==> config.mk <==
export PLATFORM = sky130hd
export DESIGN_NAME = tdm_demux
export DESIGN_NICKNAME = d
export VERILOG_FILES = /design/src/rtl/tdm_demux.sv
export SDC_FILE = /design/constraint.sdc
export NUM_CORES = 1
export LEC_CHECK = 0
export ABC_AREA = 1
export CORE_MARGIN = 1
export CORE_UTILIZATION = 35
export CTS_CLUSTER_SIZE = 30
export DETAILED_ROUTE_END_ITERATION = 8
export GPL_TIMING_DRIVEN = 0
export REMOVE_ABC_BUFFERS = 1
export SYNTH_ARGS = -nofsm -noshare
export SYNTH_HDL_FRONTEND = slang
export SYNTH_SLANG_ARGS = --single-unit
==> constraint.sdc <==
create_clock -name clk -period 1.9 [get_ports clk]
set_input_delay 0.38 -clock clk [delete_from_list [all_inputs] [get_ports clk]]
set_output_delay 0.38 -clock clk [all_outputs]
set_load 0.05 [all_outputs]
==> src/rtl/tdm_demux.sv <==
// -----------------------------------------------------------------------------
// tdm_demux
//
// Serial TDM frame demultiplexer. A frame is N_CH consecutive slots of W bits,
// each sent MSB first on din. A sync pulse marks the first bit of slot 0. Each
// completed slot is written to its own W-bit slice of ch_data and announced
// with a one-cycle ch_valid pulse. frame_done pulses when the last slot lands.
// A sync seen inside a frame flags sync_err and restarts the frame on that bit.
//
// Ports
//   clk         in   1        single clock, rising edge
//   rst         in   1        synchronous active-high reset
//   din         in   1        serial data bit, MSB of each slot first
//   din_en      in   1        din/sync qualifier; when low nothing advances
//   sync        in   1        first bit of slot 0 (qualified by din_en)
//   ch_data     out  N_CH*W   per-channel words, channel k at [k*W +: W]
//   ch_valid    out  N_CH     one-cycle pulse when a channel slice updates
//   frame_done  out  1        one-cycle pulse when slot N_CH-1 completes
//   sync_err    out  1        one-cycle pulse on a sync seen mid-frame
//   busy        out  1        high while a frame is being collected
// -----------------------------------------------------------------------------
module tdm_demux #(
    parameter int N_CH = 4,
    parameter int W    = 8
) (
    input  logic              clk,
    input  logic              rst,
    input  logic              din,
    input  logic              din_en,
    input  logic              sync,
    output logic [N_CH*W-1:0] ch_data,
    output logic [N_CH-1:0]   ch_valid,
    output logic              frame_done,
    output logic              sync_err,
    output logic              busy
);

    localparam int BW = $clog2(W + 1);
    localparam int CW = $clog2(N_CH);
    // Only the first W-1 bits of a slot need storing; the W-th bit comes
    // straight from din on the cycle the word is written out.
    localparam int SW = W - 1;

    localparam logic [0:0] IDLE = 1'b0;
    localparam logic [0:0] RECV = 1'b1;

    logic [0:0]    state;
    logic [BW-1:0] bit_cnt;
    logic [CW-1:0] ch_cnt;
    logic [SW-1:0] shreg;
    logic          last_bit;
    logic          last_slot;

    function automatic logic [W-1:0] assemble(input logic [SW-1:0] sr, input logic b);
        return {sr, b};
    endfunction

    assign last_bit  = (bit_cnt == BW'(W - 1));
    assign last_slot = (ch_cnt == CW'(N_CH - 1));
    assign busy      = (state == RECV);

    always_ff @(posedge clk) begin
        if (rst) begin
            state      <= IDLE;
            bit_cnt    <= '0;
            ch_cnt     <= '0;
            shreg      <= '0;
            ch_data    <= '0;
            ch_valid   <= '0;
            frame_done <= 1'b0;
            sync_err   <= 1'b0;
        end else begin
            ch_valid   <= '0;
            frame_done <= 1'b0;
            sync_err   <= 1'b0;
            if (din_en) begin
                case (state)
                    IDLE: begin
                        if (sync) begin
                            state   <= RECV;
                            shreg   <= SW'(din);
                            bit_cnt <= BW'(1);
                            ch_cnt  <= '0;
                        end
                    end
                    RECV: begin
                        if (sync) begin
                            // Sync wins even on the frame's final bit: the
                            // partial slot is dropped, earlier slices are kept.
                            sync_err <= 1'b1;
                            shreg    <= SW'(din);
                            bit_cnt  <= BW'(1);
                            ch_cnt   <= '0;
                        end else if (last_bit) begin
                            for (int k = 0; k < N_CH; k++) begin
                                if (ch_cnt == CW'(k)) begin
                                    ch_data[k*W +: W] <= assemble(shreg, din);
                                    ch_valid[k]       <= 1'b1;
                                end
                            end
                            bit_cnt <= '0;
                            if (last_slot) begin
                                ch_cnt     <= '0;
                                frame_done <= 1'b1;
                                state      <= IDLE;
                            end else begin
                                ch_cnt <= ch_cnt + CW'(1);
                            end
                        end else begin
                            shreg   <= SW'(assemble(shreg, din));
                            bit_cnt <= bit_cnt + BW'(1);
                        end
                    end
                    default: state <= IDLE;
                endcase
            end
        end
    end

endmodule

==> metrics <==
critical path arrival=1.47 ns; area grow syn2layout=26.55%; HP Start=bit_cnt[1]; count of pins over their slew limit=0; Core ar.=5921 um2; crit start category=register; Leak Pwr=1.454 nW; path type of the worst setup path=reg2out; DP HPWL=2953 um; Die X=80.53 um; Syn Std Cell Area=2158 um2; minimum clock period=1.853 ns; CP max-delay cell=clkdlybuf4s50_1; crit path cell chain=clkdlybuf4s50_1; nets=355; final setup fails=0; H-tree depth=2; Syn. warnings=0; syn avg cell area=7.053 um2; DR vias/cell=4.387; CP Max Fanout=2; Num CTS Buffers=5; Root Buffer=clkbuf_8; WP depth=1; Final Cycle Share=97.54%; share of cells above drive strength 1=4.624%; Max clock buf depth=2; ANT cells=0; largest net degree at the start of global routing=36; CTS Hold Bufs=0; CP required=1.52 ns; post-detailed-route DRC marker count=0; TNS Setup=0 ns; Unique masters post-synth=20; Syn Inst Count=306; Final Hold Fails=0; starting density of the core=36.45%; row cnt=28; final core occ=46.13%; I/O Pins=44; R2R Path End=shreg[3]; clock sink total=51; GR Overflow Total=0; routed wire length per instance=10.85 um; Max Cap Viol=0; CP Buf/Inv Count=1; Peak VDD IR=295.5 uV; reg2reg setup slack=0.28 ns; Worst-Skew Late Latency=0.31 ns; Design Power=1.787 mW; CTS tree=yes; Worst Setup SP=ch_data[19]; hold_ws=0.4879 ns; r2r startpoint=bit_cnt[0]; die area=6484 um2; Initial DRT Pass Iterations=4; FMAX=539.6 MHz; first-pass GRT wire length=7797 um; via count=1847; Die Ht=80.53 um; vias in the first global route=1605; last element of the critical path=ch_data[19]; GR Util All Layers=15.96%; type of the tightest min-delay check=reg2reg; final WL=4567 um; Worst slew margin=49.12%; CP endpoint kind=output port; Area after DPL=2595 um2; initial antenna violation count=0; family with the most delay on the worst path=buffers and inverters; outcome=completed; slew of the pin with the lowest slew margin=0.7619 ns; port bufs=43; r2r worst-path depth=7; RePlAce Congestion=0.7888; drt initial violations=73; Detail Route Antenna Nets=0; post-route cell area=2731 um2; Worst-path clk slew=0.09 ns; slowest stage delay, CP=0.81 ns; Seq/Total Area, Yosys=47.30%; Seq cells post-synth=51; PD cells=654.3 nW/um2; Max Clock Skew=0.01008 ns
cell usage after synthesis:
| library cell | n | area [um2] |
|---|---|---|
| a21oi_1 | 11 | 55.05 |
| a31oi_1 | 1 | 6.260 |
| buf_2 | 1 | 5.000 |
| buf_4 | 4 | 30.03 |
| buf_6 | 4 | 45.04 |
| clkbuf_1 | 2 | 7.510 |
| clkinv_1 | 1 | 3.750 |
| dfxtp_1 | 51 | 1021 |
| ha_1 | 5 | 62.56 |
| inv_1 | 40 | 150.1 |
| nand2_1 | 87 | 326.6 |
| nand2_2 | 1 | 6.260 |
| nand3_1 | 13 | 65.06 |
| nand3_2 | 3 | 30.03 |
| nand3_4 | 1 | 17.52 |
| nor2_1 | 75 | 281.5 |
| nor2_4 | 2 | 22.52 |
| nor3_1 | 1 | 5.000 |
| nor3b_1 | 1 | 7.510 |
| o21ai_0 | 2 | 10.01 |
state kept, by name (all words and copies together), names as in the netlist:
signal    count
ch_valid      4
busy          1
shreg         7
bit_cnt       4
sync_err      1
ch_cnt        2
ch_data      32
worst min path at each step:
stage | to | depth (start not counted)
2_1_floorplan | bit_cnt[0] | 1
3_3_place_gp | bit_cnt[1] | 2
3_5_place_dp | bit_cnt[1] | 2
4_1_cts | bit_cnt[1] | 2
5_1_grt | bit_cnt[1] | 2
6_report | bit_cnt[1] | 2
logic make-up (layout without fill, tap and decap cells):
family          count (synthesis)  count (layout)  share of synthesized area [%]
buf+inv                        52              92                          11.19
compound gates                 14              14                          3.304
fa+ha+maj                       5               5                          2.899
flops                          51              51                          47.30
simple gates                  184             184                          35.30
placed cells by master (no fill, tap or decap), types with 4 or more instances in the layout:
cell type,netlist,routed
a21oi_1,11,11
inv_1,40,40
dfxtp_1,51,51
nand3_4,1,4
nand2_1,87,87
dlymetal6s2s_1,0,9
clkbuf_8,0,5
ha_1,5,5
clkdlybuf4s50_1,0,33
nand3_1,13,13
nor2_1,75,75
through the flow:
step	setup WS, ns	instances
6_report	0.04666	421
5_1_grt	-0.00003586	421
3_5_place_dp	-1.005	413
2_1_floorplan	0.2249	295
3_3_place_gp	-1.064	413
4_1_cts	0.02115	421
layout make-up:
type | count | area, um2
timing repair buffer | 43 | 451.7
tap | 75 | 93.84
sequential | 51 | 1021
clock inverter | 3 | 18.77
clock buffer | 5 | 68.82
fill | 641 | 3189
multi-input combinational | 203 | 918.4
inverter | 41 | 158.9
tightest hold or removal path: stages, from the launching register on:
cell     delay (ns)
dfxtp_1        0.33
nand2_1        0.06
a21oi_1        0.05
routing by layer:
metal	track usage [%]	part of all wire, %	routed length [um]
met5	0	0	0
met4	5.357	1.6	73
met3	3.750	4.2	190
met2	25.34	44	2021
met1	21.08	50	2281
power breakdown:
| part | internal (mW) | leakage (nW) | switching [mW] | total (mW) |
|---|---|---|---|---|
| sequential | 1.07 | 0.411 | 0.00875 | 1.08 |
| combinational | 0.0207 | 0.995 | 0.0526 | 0.0733 |
| clock | 0.260 | 0.0483 | 0.370 | 0.630 |
| total | 1.36 | 1.45 | 0.432 | 1.79 |
what timing repair did:
action,in CTS,in global routing
gates cloned,0,0
endpoints found under the setup margin,36,32
gates resized for setup,3,12
buffers inserted,0,0
Note: power is estimated with default switching activity, not from simulation.
